File: src/rtl/nco_ctrl_pkg.sv
// Shared types and defaults for the NCO sweep controller.
// State encoding, sweep direction and default widths.
package nco_ctrl_pkg;

    localparam int PHI_W_DEF   = 20;
    localparam int DWELL_W_DEF = 16;

    typedef enum logic [2:0] {
        S_IDLE  = 3'd0,
        S_PRIME = 3'd1,
        S_DWELL = 3'd2,
        S_STEP  = 3'd3,
        S_DONE  = 3'd4
    } state_t;

    typedef enum logic {
        DIR_UP   = 1'b0,
        DIR_DOWN = 1'b1
    } dir_t;

endpackage

File: src/rtl/nco_dwell_counter.sv
// Counts valid NCO samples within one sweep step; a programmed dwell of 0 acts as 1.
// reached: the count already meets the dwell; last: this cycle's sample meets it.
module nco_dwell_counter
    import nco_ctrl_pkg::*;
#(
    parameter int DWELL_W = DWELL_W_DEF
) (
    input  logic               clk,
    input  logic               reset,
    input  logic               clear,
    input  logic               inc,
    input  logic [DWELL_W-1:0] dwell,
    output logic               reached,
    output logic               last
);

    logic [DWELL_W-1:0] cnt;
    logic [DWELL_W:0]   term;
    logic [DWELL_W:0]   cnt_ext;
    logic [DWELL_W:0]   cnt_plus;

    // Compare one bit wider so a full-scale dwell never wraps the terminal test.
    assign term     = (dwell == '0) ? {{DWELL_W{1'b0}}, 1'b1} : {1'b0, dwell};
    assign cnt_ext  = {1'b0, cnt};
    assign cnt_plus = cnt_ext + {{DWELL_W{1'b0}}, 1'b1};
    assign reached  = (cnt_ext >= term);
    assign last     = inc && (cnt_plus >= term);

    always_ff @(posedge clk or posedge reset) begin
        if (reset) begin
            cnt <= '0;
        end else if (clear) begin
            cnt <= '0;
        end else if (inc) begin
            cnt <= cnt + 1'b1;
        end
    end

endmodule

File: src/rtl/nco_sweep_ctrl.sv
// Phase-increment sweep sequencer owning the NCO's clken and reset_n.
// Define NCO_SWEEP_PINGPONG_EN to sweep start->stop->start instead of one-way.
module nco_sweep_ctrl
    import nco_ctrl_pkg::*;
#(
    parameter int PHI_W   = PHI_W_DEF,
    parameter int DWELL_W = DWELL_W_DEF
) (
    input  logic               clk,
    input  logic               reset,
    input  logic               start,
    input  logic               abort,
    input  logic [PHI_W-1:0]   start_inc,
    input  logic [PHI_W-1:0]   stop_inc,
    input  logic [PHI_W-1:0]   step_inc,
    input  logic [DWELL_W-1:0] dwell,
    input  logic               nco_out_valid,
    output logic [PHI_W-1:0]   nco_phi_inc,
    output logic               nco_clken,
    output logic               nco_reset_n,
    output logic               busy,
    output logic               done,
    output state_t             state
);

    state_t             state_nxt;
    dir_t               dir;
    logic [PHI_W-1:0]   cur;
    logic [PHI_W-1:0]   tgt;
    logic [PHI_W-1:0]   step_q;
    logic [PHI_W-1:0]   cur_nxt;
    logic [DWELL_W-1:0] dwell_q;
    logic [PHI_W:0]     sum_up;
    logic [PHI_W-1:0]   diff_dn;
    logic               reached;
    logic               last;
    logic               accept;
    logic               cnt_inc;
    logic               cnt_clear;
    logic               end_hit;
    logic               at_end;
    logic               turn;

    // nco_out_valid is a valid-only strobe (no ready): each high cycle in PRIME/DWELL is one counted sample.
    assign accept    = (state == S_IDLE) && start && !abort;
    assign cnt_inc   = nco_out_valid && ((state == S_PRIME) || (state == S_DWELL));
    assign cnt_clear = !((state == S_PRIME) || (state == S_DWELL));
    assign end_hit   = (state == S_DWELL) && (reached || last);
    assign at_end    = (cur == tgt) || (step_q == '0);

`ifdef NCO_SWEEP_PINGPONG_EN
    logic [PHI_W-1:0] start_q;
    logic             returning;
    assign turn = at_end && !returning && (step_q != '0) && (start_q != tgt);
`else
    assign turn = 1'b0;
`endif

    nco_dwell_counter #(.DWELL_W(DWELL_W)) u_dwell (
        .clk     (clk),
        .reset   (reset),
        .clear   (cnt_clear),
        .inc     (cnt_inc),
        .dwell   (dwell_q),
        .reached (reached),
        .last    (last)
    );

    always_ff @(posedge clk or posedge reset) begin
        if (reset) begin
            state <= S_IDLE;
        end else begin
            state <= state_nxt;
        end
    end

    always_comb begin
        state_nxt = state;
        case (state)
            S_IDLE:  if (accept) state_nxt = S_PRIME;
            S_PRIME: if (nco_out_valid) state_nxt = S_DWELL;
            S_DWELL: if (end_hit) state_nxt = (at_end && !turn) ? S_DONE : S_STEP;
            S_STEP:  state_nxt = S_DWELL;
            S_DONE:  state_nxt = S_IDLE;
            default: state_nxt = S_IDLE;
        endcase
        if (abort) state_nxt = S_IDLE;
    end

    always_comb begin
        busy        = 1'b0;
        nco_clken   = 1'b0;
        nco_reset_n = 1'b0;
        done        = 1'b0;
        case (state)
            S_PRIME, S_DWELL, S_STEP: begin
                busy        = 1'b1;
                nco_clken   = 1'b1;
                nco_reset_n = 1'b1;
            end
            S_DONE: begin
                done        = 1'b1;
                nco_reset_n = 1'b1;
            end
            default: ;
        endcase
    end

    // Next increment, clamped to the target on overshoot or wrap past either end of the range.
    assign sum_up  = {1'b0, cur} + {1'b0, step_q};
    assign diff_dn = cur - step_q;

    always_comb begin
        cur_nxt = tgt;
        if (dir == DIR_UP) begin
            if (!sum_up[PHI_W] && (sum_up[PHI_W-1:0] <= tgt)) cur_nxt = sum_up[PHI_W-1:0];
        end else begin
            if ((cur >= step_q) && (diff_dn >= tgt)) cur_nxt = diff_dn;
        end
    end

    always_ff @(posedge clk or posedge reset) begin
        if (reset) begin
            cur     <= '0;
            tgt     <= '0;
            step_q  <= '0;
            dwell_q <= '0;
            dir     <= DIR_UP;
`ifdef NCO_SWEEP_PINGPONG_EN
            start_q   <= '0;
            returning <= 1'b0;
`endif
        end else if (accept) begin
            cur     <= start_inc;
            tgt     <= stop_inc;
            step_q  <= step_inc;
            dwell_q <= dwell;
            dir     <= (stop_inc < start_inc) ? DIR_DOWN : DIR_UP;
`ifdef NCO_SWEEP_PINGPONG_EN
            start_q   <= start_inc;
            returning <= 1'b0;
`endif
        end else if (state == S_STEP) begin
            cur <= cur_nxt;
`ifdef NCO_SWEEP_PINGPONG_EN
        end else if (end_hit && turn) begin
            returning <= 1'b1;
            tgt       <= start_q;
            dir       <= (dir == DIR_UP) ? DIR_DOWN : DIR_UP;
`endif
        end
    end

    assign nco_phi_inc = cur;

endmodule
File: config.mk
export PLATFORM = sky130hd
export DESIGN_NAME = nco_sweep_ctrl
export DESIGN_NICKNAME = d
export VERILOG_FILES = /design/src/rtl/nco_ctrl_pkg.sv /design/src/rtl/nco_dwell_counter.sv /design/src/rtl/nco_sweep_ctrl.sv
export SDC_FILE = /design/constraint.sdc
export NUM_CORES = 1
export LEC_CHECK = 0
export CORE_MARGIN = 10
export CORE_UTILIZATION = 30
export DETAILED_ROUTE_END_ITERATION = 7
export SETUP_SLACK_MARGIN = 0.5
export SYNTH_ARGS = -nofsm -noshare
export SYNTH_HDL_FRONTEND = slang
export SYNTH_SLANG_ARGS = --single-unit
File: constraint.sdc
create_clock -name clk -period 5.9 [get_ports clk]
set_input_delay 0.59 -clock clk [delete_from_list [all_inputs] [get_ports clk]]
set_output_delay 0.59 -clock clk [all_outputs]
set_load 0.02 [all_outputs]
==> reports/summary.txt <==
status: complete, no violations
adder-cell share of the synthesized area: 19.00%
mapped cell area: 0.008967 sq mm
main combinational cell family by area after synthesis: compound AO/OA/AOI/OAI gates
Hold Path Class: flip-flop to flip-flop
CP top delay family: compound AO/OA/AOI/OAI gates
I/O Buffers: 107
share of the synthesized area in the top cell type: 26.79%
Setup Skew: 9.555 ps
cell chain of the critical path: ha_1 > nor3_2 > o31a_1 > nor4_4 > nor4_4 > a211oi_4 > o31ai_1 > xnor2_1 > ha_1 > and4_1 > a221oi_1 > nand3_1 > nand3_1 > o2111a_2 > nor3_4 > a222oi_1 > o21ai_1
Wirelength per Cell: 19.13 um
die footprint: 0.03721 sq mm
cell taking the most area after synthesis: dfrtp_1
Starting Density: 30.34%
ys flop type: dfrtp_1
width of the chip: 192.9 um
crit end category: flip-flop
post-detail-place hpwl: 23290 um
RSZ-0062 raised after global routing: no
Vias: 8049
layout cells sized above 1: 4.348%
syn avg cell area: 8.428 sq um
total track usage: 15.81%
achievable clock frequency: 196.0 MHz
pre-CTS setup slack: 749.3 ps
first-pass GRT wire length: 46100 um
final std cells w/o fill: 1541
vias in the first global route: 8043
Final ANT Viol Nets: 0
CTS Buf Count: 9
Die Span Y: 192.9 um
CP required: 6120 ps
Synth Area in Compound Gates: 20.71%
cts hold-fix bufs: 0
Worst-Skew Late Latency: 370 ps
final net count: 1361
Post-Synth Simple-Gate Area: 16.60%
# IOs: 108
Seq/Total Area, Yosys: 26.79%
maximum fanout along the worst path: 9
Synth cell types: 72
maxcap violations: 0
Synth warnings: 0
Post-Route Utilization: 36.15%
Final Max Slew Viols: 0
Worst EP arrival: 5320 ps
Fin. Hold Viols: 0
final WL: 29480 um
synth top area cells: dfrtp_1 27%, ha_1 19%, o21ai_0 4.8%
most common cell after layout, fill and taps aside: ha_1
FF+latch count, synth: 96
critical path type: flip-flop to flip-flop
clk sinks: 96
xor/xnor share of the synthesized area: 8.497%
initial antenna violation count: 0
syn nets: 1280
critical path's slowest cell: ha_1
Final setup viols: 0
Slew @ Worst Pin: 927.8 ps
CP Launch Type: flip-flop
RePlAce Congestion: 0.8993
fin worst setup slack: 797.9 ps
max incr delay on CP: 510 ps
First DRT Iteration DRCs: 583
root buf cell: clkbuf_16
Post-synth EDFFs: 0
clock buffer depth: 2
drc violations: 0
largest net degree at the start of global routing: 83
placed insts: 1519
Period minus WS final: 5102 ps
H-tree depth: 3
most frequent cells in the layout: 133 x ha_1, 108 x nand2_1, 107 x clkdlybuf4s50_1
GRT overflow: 0
area grow syn2layout: 19.17%
FFs w/ async S/R, synth: 100.0%
Buf/Inv on CP: 0
Final Cycle Share: 86.48%
Slew HR: 38.14%
fillers: 3078
mux share of post-synthesis cell area: 1.716%
Rows: 63
drt via density: 5.223
clock tree from TritonCTS: built
router iterations before antenna repair: 5
Mapped Cells: 1064
setup tns final: 0 ps
Worst-path clk slew: 70 ps
core box area: 0.02956 sq mm
[per-layer routing]
metal,part of all wire (%),global-route usage [%],vias up
met5,0,0,-
met4,2.2,4.763,0
met3,5.2,3.036,34
met2,47,25.78,214
met1,46,20.68,3872
li1,-,-,3929
[state kept, by name (all words and copies together) (netlist names)]
signal / flops
tgt: 20
step_q: 20
dwell_q: 16
dir: 1
state: 3
u_dwell.cnt: 16
nco_phi_inc: 20
[layout make-up]
type | instances | area, sq um | area share (%)
Inverter | 105 | 396.6 | 3.712
Sequential cell | 96 | 2402 | 22.48
Clock inverter | 6 | 51.30 | 0.4800
Multi-Input combinational cell | 817 | 5978 | 55.94
Antenna cell | 1 | 2.502 | 0.02342
Clock buffer | 10 | 229.0 | 2.143
Timing Repair Buffer | 116 | 1139 | 10.65
Tap cell | 390 | 488.0 | 4.566
[worst paths after layout]
check                               startpoint             end  slack, ps  depth (start not counted)
min in group asynchronous                reset      dwell_q[4]        560                          2
worst min-delay path                dwell_q[0]      dwell_q[0]        530                          2
worst min register to register      dwell_q[0]      dwell_q[0]        530                          2
worst max-delay path            nco_phi_inc[2]  nco_phi_inc[3]        800                         17
max in group asynchronous                reset      step_q[16]       4070                          3
worst max register to register  nco_phi_inc[2]  nco_phi_inc[3]        800                         17
[worst min-delay path, stage by stage, from the launching register on]
cell and delay (ps):
dfrtp_1 380, nand2_1 60, nand2_1 60
[stage by stage]
step / hold slack, ps / cell area [sq um]
after detailed placement: 515.2 / 10360
after floorplan: 447.6 / 8967
final: 531.4 / 10690
after CTS: 535.9 / 10640
after global routing: 545.9 / 10680
after global placement: 511.5 / 10360
[kinds of logic (layout without fill, tap and decap cells)]
family	Yosys count	after routing
muxes	15	15
other	0	1
AOI/OAI and AO/OA	280	280
DFF	96	96
and+or+nand+nor	300	300
adders and majority gates	135	135
buffers and inverters	151	237
xor gates and xnor gates	87	87
[cell usage after synthesis (6+ instances only)]
library cell / n
nor2_1: 54
a222oi_1: 6
o21ai_1: 11
nand4_1: 17
xnor2_1: 40
nand2b_1: 8
o22ai_1: 8
nand3_1: 26
nor2b_1: 9
ha_1: 133
dfrtp_1: 96
a211oi_1: 10
a22oi_1: 8
nor4_1: 16
o31ai_1: 9
clkbuf_1: 33
a21o_1: 29
nand2_1: 108
nor3_1: 17
and3_1: 16
mux2i_1: 12
a21oi_1: 51
inv_1: 105
o21a_1: 6
xor2_1: 47
buf_2: 8
o211ai_1: 8
o21ai_0: 86
[what timing repair did]
item | in CTS | in global routing
gates resized for setup | 0 | 2
setup buffers | 0 | 5
setup endpoints to repair | 0 | 12
Power is not shown: default switching activity piles up to over one toggle a cycle in this logic, so the estimate is an artifact.
